$ cat src/rtl/simple_mem_responder.sv
// simple_mem_responder
//   Memory-side responder for the simple memory access interface.
//   Single-beat writes and reads, a read-return pipeline of RD_LATENCY
//   cycles with an rvalid strobe, detection of illegal accesses (write and
//   read requested together) and saturating access counters.
//
// Ports
//   i_clk       clock, all state changes on the rising edge
//   i_rst       synchronous active-high reset
//   i_addr      word address of the access
//   i_wr_en     write request (one cycle per beat)
//   i_rd_en     read request (one cycle per beat)
//   i_wdata     write data, sampled with i_wr_en
//   o_rdata     read data, valid with o_rvalid, holds last value otherwise
//   o_rvalid    one-cycle strobe per completed read
//   o_err       one-cycle strobe after an illegal access
//   o_wr_count  accepted writes, saturating
//   o_rd_count  accepted reads, saturating
module simple_mem_responder #(
  parameter int unsigned       ADDR_W     = 2,
  parameter int unsigned       DATA_W     = 8,
  parameter int unsigned       RD_LATENCY = 1,
  parameter logic [DATA_W-1:0] RESET_VAL  = '0,
  parameter int unsigned       CNT_W      = 16
) (
  input  logic              i_clk,
  input  logic              i_rst,
  input  logic [ADDR_W-1:0] i_addr,
  input  logic              i_wr_en,
  input  logic              i_rd_en,
  input  logic [DATA_W-1:0] i_wdata,
  output logic [DATA_W-1:0] o_rdata,
  output logic              o_rvalid,
  output logic              o_err,
  output logic [CNT_W-1:0]  o_wr_count,
  output logic [CNT_W-1:0]  o_rd_count
);

  localparam int unsigned DEPTH = 2 ** ADDR_W;

  generate
    if (RD_LATENCY < 1 || RD_LATENCY > 4) begin : g_bad_latency
      $error("simple_mem_responder: RD_LATENCY must be within 1..4");
    end
  endgenerate

  logic [DATA_W-1:0]     r_mem [DEPTH];
  logic [RD_LATENCY-1:0] r_pipe_vld;
  logic [DATA_W-1:0]     r_pipe_data [RD_LATENCY];
  logic [DATA_W-1:0]     r_rdata;
  logic                  r_rvalid;
  logic                  r_err;
  logic [CNT_W-1:0]      r_wr_count;
  logic [CNT_W-1:0]      r_rd_count;

  logic w_wr_acc;
  logic w_rd_acc;
  logic w_illegal;

  // A beat with both enables high is rejected entirely.
  assign w_wr_acc  = i_wr_en & ~i_rd_en;
  assign w_rd_acc  = i_rd_en & ~i_wr_en;
  assign w_illegal = i_wr_en & i_rd_en;

  always_ff @(posedge i_clk) begin
    if (i_rst) begin
      for (int i = 0; i < DEPTH; i++) r_mem[i] <= RESET_VAL;
      for (int i = 0; i < RD_LATENCY; i++) r_pipe_data[i] <= '0;
      r_pipe_vld <= '0;
      r_rdata    <= '0;
      r_rvalid   <= 1'b0;
      r_err      <= 1'b0;
      r_wr_count <= '0;
      r_rd_count <= '0;
    end else begin
      if (w_wr_acc) begin
        r_mem[i_addr] <= i_wdata;
        if (r_wr_count != '1) r_wr_count <= r_wr_count + CNT_W'(1);
      end

      // Stage 0 captures the array contents at the accept edge; write and
      // read are exclusive, so no bypass path is needed.
      r_pipe_vld[0] <= w_rd_acc;
      if (w_rd_acc) begin
        r_pipe_data[0] <= r_mem[i_addr];
        if (r_rd_count != '1) r_rd_count <= r_rd_count + CNT_W'(1);
      end

      for (int i = 1; i < RD_LATENCY; i++) begin
        r_pipe_vld[i]  <= r_pipe_vld[i-1];
        r_pipe_data[i] <= r_pipe_data[i-1];
      end

      // The output register adds the final cycle, so a read accepted at
      // edge N is presented after edge N+RD_LATENCY.
      r_rvalid <= r_pipe_vld[RD_LATENCY-1];
      if (r_pipe_vld[RD_LATENCY-1]) r_rdata <= r_pipe_data[RD_LATENCY-1];

      r_err <= w_illegal;
    end
  end

  assign o_rdata    = r_rdata;
  assign o_rvalid   = r_rvalid;
  assign o_err      = r_err;
  assign o_wr_count = r_wr_count;
  assign o_rd_count = r_rd_count;

endmodule

$ cat config.mk
export PLATFORM = sky130hd
export DESIGN_NAME = simple_mem_responder
export DESIGN_NICKNAME = d
export VERILOG_FILES = /design/src/rtl/simple_mem_responder.sv
export SDC_FILE = /design/constraint.sdc
export NUM_CORES = 1
export LEC_CHECK = 0
export CORE_AREA = 2 2 92 94
export DETAILED_ROUTE_END_ITERATION = 8
export DIE_AREA = 0 0 94 96
export PLACE_DENSITY_LB_ADDON = 0.2
export SKIP_LAST_GASP = 1
export SLEW_MARGIN = 20
export SYNTH_ARGS = -nofsm -noshare
export SYNTH_HDL_FRONTEND = slang
export SYNTH_SLANG_ARGS = --single-unit
$ cat constraint.sdc
create_clock -name i_clk -period 1.6 [get_ports i_clk]
set_input_delay 0.16 -clock i_clk [delete_from_list [all_inputs] [get_ports i_clk]]
set_output_delay 0.16 -clock i_clk [all_outputs]
set_load 0.005 [all_outputs]
**Word-level counts from Yosys, hierarchy flattened**

Memory sizes are Yosys's and may differ from the RTL's. A register that Yosys moved wholly into a read port is not among the register bits.
Index checks and enable logic that the tools add are counted.

- Input bits: 14
- Register bits after elaboration: 35
- Memories kept: 2
- Output and inout bits: 42
- Bits in writable memories: 40

Memory list:

| memory | words | width | rd ports | clocked after Yosys merged registers in | write ports | line | source |
|---|---|---|---|---|---|---|---|
| r_mem | 4 | 8 | 1 | 0 | 4 | 47 | `logic [DATA_W-1:0] r_mem [DEPTH];` |
| r_pipe_data | 1 | 8 | 1 | 1 | 1 | 49 | `logic [DATA_W-1:0] r_pipe_data [RD_LATENCY];` |

- Bitwise gates (word level): 5
- Reductions and logical operators: 4
- Equal/unequal tests: 2
- $add $sub $neg: 2
- Mux-type cells: 13

Operators with widths:

| cell | number |
|---|---|
| $add A16 B1 Y16 const B | 2 |
| $ne A16 B16 Y1 const B | 2 |
| $mux W8 | 2 |
| $reduce_or A8 Y1 | 2 |
| $mux W1 | 10 |
| $reduce_and A2 Y1 | 2 |
| $and A1 B1 Y1 | 3 |
| $mux W2 | 1 |
| $not A1 Y1 | 2 |

**Logic depth before layout (Yosys ltp)**

Gate-level depths: netlist of the first run.

- Word-level depth: 7
- Gate-level depth with buffers: 6

**Worst setup path after synthesis of the first run**

Ideal clock, no wire load.

- Path type: in2reg
- Start: input port i_rd_en
- End: memory r_mem[3][0], enable pin
- Setup slack: -0.084 ns
- Data arrival time: 1.300 ns
- Buffers on the path: 2
- Stages: 4
- Data required time: 1.216 ns
- Library setup time: 0.384 ns
- Cell sequence: nand2b_1 > clkbuf_1 > clkbuf_1 > o21ai_0

RTL lines:

| what | line | source |
|---|---|---|
| start, declared | 30 | `input logic i_rd_en,` |
| end, declared | 47 |  |

**Worst setup path in the final report of the first run**

- Start: register r_rd_count[0] (netlist: o_rd_count[0])
- End: register r_rd_count[10] (netlist: o_rd_count[10])

- Cells in the longest elaborated chain, start to end: 2

Ends and longest elaborated chain:

| what | line | source |
|---|---|---|
| start, declared | 54 | `logic [CNT_W-1:0] r_rd_count;` |
| start signal, assigned | 86 | `if (r_rd_count != '1) r_rd_count <= r_rd_count + CNT_W'(1);` |
| branches (longest 2 deep; another with $add A16 B1 Y16) | -- |  |

Parallel ways; which one is timed is not known.
A chain may end at the register's enable or synchronous reset.

==> metrics.csv, run 1 <==
stage,metric,value,unit
setup_path,Worst Path Required,1900,ps
drt,WL final,8560,um
layout,"most common cell after layout, fill and taps aside",buf_4,
layout,final net count,467,
place,hpwl dp,6180,um
power_and_ir_drop,VDD IR-drop max,411,uV
drt,DR iter-0 viols,61,
layout,Non-Filler Instances,561,
setup_path,crit path cell chain,"ha_4, and3b_2, nand3_2, or4_4, a21oi_2",
drt,TritonRoute pass-1 iters,4,
sta,Fin. Hold Viols,0,
sta,Tcrit/Tclk final,0.967,
sta,maximum clock rate,646,MHz
place,"worst slack, placed",-314,ps
setup_path,"Largest stage delay, worst path",520,ps
clocking,Clock Sinks,83,
global_routing,gr usage total,0.207,
floorplan,Core ar.,8050,um2
layout,layout cells sized above 1,0.279,
run_status,outcome,completed,
sta,clk_skew,7.36,ps
sta,# setup viols final,0,
synth,Synth warnings,0,
sta,setup repair after global routing missed its margin,yes,
global_routing,largest net degree at the start of global routing,33,
synth,Async SR Flop Fraction,0,
global_routing,antenna violations before repair,0,
global_routing,first-pass GRT wire length,14300,um
place,placed insts,540,
setup_path,"Data arrival, critical path",1850,ps
sta,Final min period,1550,ps
place,gpl congestion,0.808,
clocking,CTS root buffer,clkbuf_8,
drt,Routed Antenna Nets,0,
setup_path,r2r setup slk,50,ps
power_and_ir_drop,Cell Pwr Density,776,nW/um2
worst_hold_path,Hold WC Path Type,in -> reg,
floorplan,initial core utilization,0.475,
clocking,Clock transition at path regs,90,ps
drt,via count,3039,
flow_run,maxcap violations,0,
synth,Post-Syn Area,3820,um2
clocking,H-tree levels,3,
place,placed cell areas,4920,um2
floorplan,die width,94,um
synth,"EDFF count, synth",40,
setup_path,Critical Path Slowest Stage Cell,or4_4,
synth,Syn Area/Cell,11.4,um2
drt,total DRC errors in the routed layout,0,
setup_path,startpoint types,flip-flop,
layout,cell area after layout,5180,um2
synth,Yosys reg bits,83,
setup_path,Buffers & Inverters on Critical Path,0,
floorplan,io pins,56,
setup_path,crit path max fanout,3,
floorplan,die height,96,um
sta,final setup margin,52.5,ps
drt,WL per Instance,15.3,um
global_routing,vias in the first global route,3032,
setup_path,crit path kind,reg -> reg,
floorplan,die area,9020,um2
power_and_ir_drop,total power,4.02,mW
layout,area grow syn2layout,35.5,%
place,port bufs,55,
global_routing,global route total overflow,0,
synth,Synth Flop Type,dfxtp_1,
clocking,CTS tree,yes,
drt,vias per cell,5.42,
synth,cells after synthesis,336,
sta,fin. max-slew vios,0,
layout,most frequent cells in the layout,"buf_4, clkdlybuf4s50_1, edfxtp_1, dfxtp_1, and2_1",
power_and_ir_drop,Leakage,1.91,nW
clocking,CTS Buf Count,9,
setup_path,Critical Path End Type,flip-flop,
floorplan,Core Rows,33,
layout,Inserted Diodes,0,
synth,syn_nets,352,
synth,"Seq/Total Area, Yosys",0.539,
clocking,hold_buf cts,0,
clocking,CTS max path bufs,2,
clocking,worst-skew pair later-pin latency,360,ps
sta,worst relative slew slack,0.696,
setup_path,Crit path max-delay family,simple AND/OR/NAND/NOR gates,
synth,post-synth cell types,52,
sta,Tightest Pin Transition,456,ps
final timing paths:
path | from | to | depth (start not counted)
setup / recovery | o_rd_count[0]$_SDFFE_PP0P_ | o_rd_count[10]$_SDFFE_PP0P_ | 5
hold / removal | i_wr_en | o_err$_SDFF_PP0_ | 2
setup reg to reg | o_rd_count[0]$_SDFFE_PP0P_ | o_rd_count[10]$_SDFFE_PP0P_ | 5
hold reg to reg | r_pipe_data[0][3]$_SDFFCE_PN0P_ | o_rdata[3]$_SDFFE_PP0P_ | 2
worst register-to-register path, cell delays in order, from the launching register on:
cell and delay, ps:
dfxtp_4 370, ha_4 140, and3b_2 230, nand3_2 100, or4_4 520, a21oi_2 120
cell type report:
class / count / area [um2]
fill: 667 / 2870
sequential: 83 / 2080
multi-input combinational: 233 / 1710
timing repair buffer: 119 / 1070
tap: 105 / 131
clock buffer: 10 / 128
clock inverter: 6 / 48.8
inverter: 5 / 18.8
flip-flops by register name, indices dropped and copies added, names as in the netlist:
name	flops
o_rd_count	16
o_wr_count	16
r_pipe_data	8
o_err	1
o_rvalid	1
r_mem	32
r_pipe_vld	1
o_rdata	8
cell usage after synthesis, types with 3 or more instances:
cell type / n / area share
clkbuf_1: 10 / 0.0098
o21ai_0: 6 / 0.0079
a21oi_2: 6 / 0.014
dfxtp_1: 43 / 0.23
and3_1: 12 / 0.020
nand2b_1: 4 / 0.0065
nor2b_1: 15 / 0.025
nand4_1: 8 / 0.013
nor2_1: 16 / 0.016
a21oi_1: 14 / 0.018
or4_1: 11 / 0.022
mux2i_1: 9 / 0.024
mux4_2: 8 / 0.047
and4_1: 6 / 0.014
mux2_2: 5 / 0.015
o31ai_1: 10 / 0.020
or3_1: 6 / 0.0098
a31oi_1: 4 / 0.0065
edfxtp_1: 40 / 0.31
nor3_1: 5 / 0.0065
nand3_1: 13 / 0.017
and2_1: 24 / 0.039
inv_1: 5 / 0.0049
nand2_1: 17 / 0.017
o21ai_1: 3 / 0.0039
per-layer routing:
layer	part of all wire	track usage	up-vias
met3	0.038	0.0399	13
met5	0	0	-
li1	-	-	1512
met1	0.44	0.256	1454
met2	0.51	0.362	60
met4	0.014	0.0761	0
power breakdown:
part           switching, mW  internal (mW)  leakage (nW)
registers             0.0296           2.30         0.747
clock network          0.803          0.578        0.0874
logic                  0.144          0.164          1.07
through the flow:
stage | TNS [ps] | hold WS, ps | util
detailed placement | -14720 | 482 | 0.611
finish | 0 | 181 | 0.644
floorplan | 0 | 306 | -
global route | -83.1 | 198 | 0.644
global placement | -13450 | 461 | 0.611
CTS | 0 | 277 | 0.635
cells by family (layout without fill, tap and decap cells):
family                   Yosys count  after routing  share of synthesized area
AO/OA/AOI/OAI                     55             55                     0.0991
adder cells (fa/ha/maj)            2              2                    0.00654
buffers and inverters             20            140                     0.0229
flip-flops                        83             83                      0.539
multiplexers                      22             22                     0.0854
AND/OR/NAND/NOR                  154            154                      0.247
timing repair:
action                                  4_1_cts  5_1_grt
resized for setup                             3       18
hold endpoints to repair                      0        0
buffers inserted                              0        5
endpoints found under the setup margin        2       18
pin swaps                                     0        4
Power figures use the tool's default switching activity.
==> run 2, diff against run 1 <==
==> constraint.sdc (replaced) <==
create_clock -name i_clk -period 1.4 [get_ports i_clk]
set_input_delay 0.14 -clock i_clk [delete_from_list [all_inputs] [get_ports i_clk]]
set_output_delay 0.14 -clock i_clk [all_outputs]
set_load 0.005 [all_outputs]
==> metrics.csv, run 2 (same netlist as run 1, synthesis figures left out) <==
stage,metric,value,unit
setup_path,Worst R2R Start,o_rd_count[13]$_SDFFE_PP0P_,
clocking,CTS root buffer,clkbuf_8,
sta,Fin. Hold Viols,0,
global_routing,vias in the first global route,3384,
floorplan,die width,94,um
drt,via count,3388,
layout,most frequent cells in the layout,"buf_4, edfxtp_1, dlygate4sd2_1, and2_1, dfxtp_2",
floorplan,Core Rows,33,
clocking,worst-skew pair later-pin latency,360,ps
clocking,CTS tree,yes,
global_routing,gr usage total,0.230,
drt,TritonRoute pass-1 iters,5,
drt,Routed Antenna Nets,0,
place,placed cell areas,5290,um2
drt,WL per Instance,17.1,um
clocking,Clock transition at path regs,90,ps
global_routing,global route total overflow,0,
place,"worst slack, placed",-523,ps
run_status,outcome,"finished, violations left",
clocking,CTS Buf Count,9,
sta,clk_skew,3.74,ps
drt,WL final,10500,um
flow_run,maxcap violations,0,
setup_path,"Data arrival, critical path",1830,ps
floorplan,die area,9020,um2
floorplan,Core ar.,8050,um2
sta,# setup viols final,26,
drt,vias per cell,5.55,
layout,layout cells sized above 1,0.457,
power_and_ir_drop,Cell Pwr Density,803,nW/um2
drt,total DRC errors in the routed layout,0,
layout,max reg flops,32,
layout,Inserted Diodes,0,
power_and_ir_drop,total power,4.70,mW
floorplan,die height,96,um
setup_path,r2r setup slk,-170,ps
clocking,hold_buf cts,0,
worst_hold_path,hold path cells,3,
sta,Final min period,1570,ps
drt,DR iter-0 viols,118,
sta,setup repair after global routing missed its margin,yes,
layout,"most common cell after layout, fill and taps aside",buf_4,
setup_path,startpoint types,flip-flop,
sta,Tightest Pin Transition,446,ps
layout,Layout fillers,579,
setup_path,Worst Path Required,1660,ps
setup_path,crit path kind,reg -> reg,
sta,maximum clock rate,635,MHz
sta,fin. max-slew vios,0,
clocking,H-tree levels,3,
place,placed insts,574,
layout,final net count,517,
global_routing,antenna violations before repair,0,
sta,final setup margin,-175,ps
run_status,failing checks,setup timing,
clocking,CTS max path bufs,2,
floorplan,io pins,56,
sta,worst relative slew slack,0.703,
power_and_ir_drop,Leakage,2.43,nW
clocking,Clock Sinks,83,
setup_path,R2R depth,6,
setup_path,crit path max fanout,5,
worst_hold_path,Hold Crit Start,i_rst,
sta,Tcrit/Tclk final,1.12,
layout,cell area after layout,5850,um2
layout,Reg with most FFs,r_mem,
layout,area grow syn2layout,53.0,%
sta,WHS,227,ps
global_routing,first-pass GRT wire length,16000,um
place,gpl congestion,0.829,
layout,Non-Filler Instances,611,
setup_path,worst r2r dst,o_rd_count[6]$_SDFFE_PP0P_,
global_routing,largest net degree at the start of global routing,34,
floorplan,initial core utilization,0.475,
setup_path,Critical Path End Type,flip-flop,
place,hpwl dp,6600,um
power_and_ir_drop,VDD IR-drop max,564,uV
worst_hold_path,Hold EP,o_rd_count[15]$_SDFFE_PP0P_,
place,port bufs,55,
worst_hold_path,Hold WC Path Type,in -> reg,
[run 2: final cells by class]
type                       instances  area [um2]  area share
tap                              105         131      0.0224
clock inverter                     6        47.5     0.00812
timing repair buffer             169        1460       0.249
multi-input combinational        233        1930       0.330
clock buffer                      10         138      0.0235
sequential                        83        2130       0.363
inverter                           5        18.8     0.00321
[run 2: where the power goes]
group	total [mW]	leakage (nW)	internal [mW]	switching, mW
registers	2.66	0.761	2.62	0.0425
logic	0.382	1.58	0.206	0.176
clock network	1.66	0.0933	0.709	0.947
[run 2: metal layers]
| metal | track usage | routed length (um) |
|---|---|---|
| met5 | 0 | 0 |
| met4 | 0.0821 | 165 |
| met3 | 0.0290 | 483 |
| met2 | 0.415 | 5470 |
| met1 | 0.284 | 4350 |
[run 2: worst max path at each step]
| stage | slack, ps | cells past startpoint | start | to |
|---|---|---|---|---|
| 4_1_cts | -140 | 5 | o_rd_count[0]$_SDFFE_PP0P_ | o_rd_count[10]$_SDFFE_PP0P_ |
| 3_5_place_dp | -520 | 5 | i_wr_en | o_wr_count[13]$_SDFFE_PP0P_ |
| 6_report | -170 | 6 | o_rd_count[13]$_SDFFE_PP0P_ | o_rd_count[6]$_SDFFE_PP0P_ |
| 5_1_grt | -200 | 6 | o_rd_count[13]$_SDFFE_PP0P_ | o_rd_count[6]$_SDFFE_PP0P_ |
| 3_3_place_gp | -480 | 7 | i_rd_en | o_wr_count[15]$_SDFFE_PP0P_ |
| 2_1_floorplan | -90 | 6 | o_wr_count[1]$_SDFFE_PP0P_ | o_wr_count[1]$_SDFFE_PP0P_ |
[run 2: through the flow]
step / utilization / TNS (ps)
2_1_floorplan: - / -588
3_3_place_gp: 0.657 / -35270
3_5_place_dp: 0.657 / -39240
4_1_cts: 0.701 / -1500
5_1_grt: 0.727 / -3270
6_report: 0.727 / -1750
[run 2: timing repair]
| item | CTS | global route |
|---|---|---|
| gates resized for setup | 67 | 43 |
| hold endpoints to repair | 0 | 0 |
| buffers inserted | 15 | 8 |
| pin swaps | 23 | 24 |
| setup endpoints to repair | 97 | 34 |
[run 2: worst max-delay path, cell delays in order (launching register included)]
cell	delay, ps
dfxtp_2	360
buf_4	160
nand3_4	100
nor3_4	320
buf_4	180
a21oi_2	70
mux2_4	290
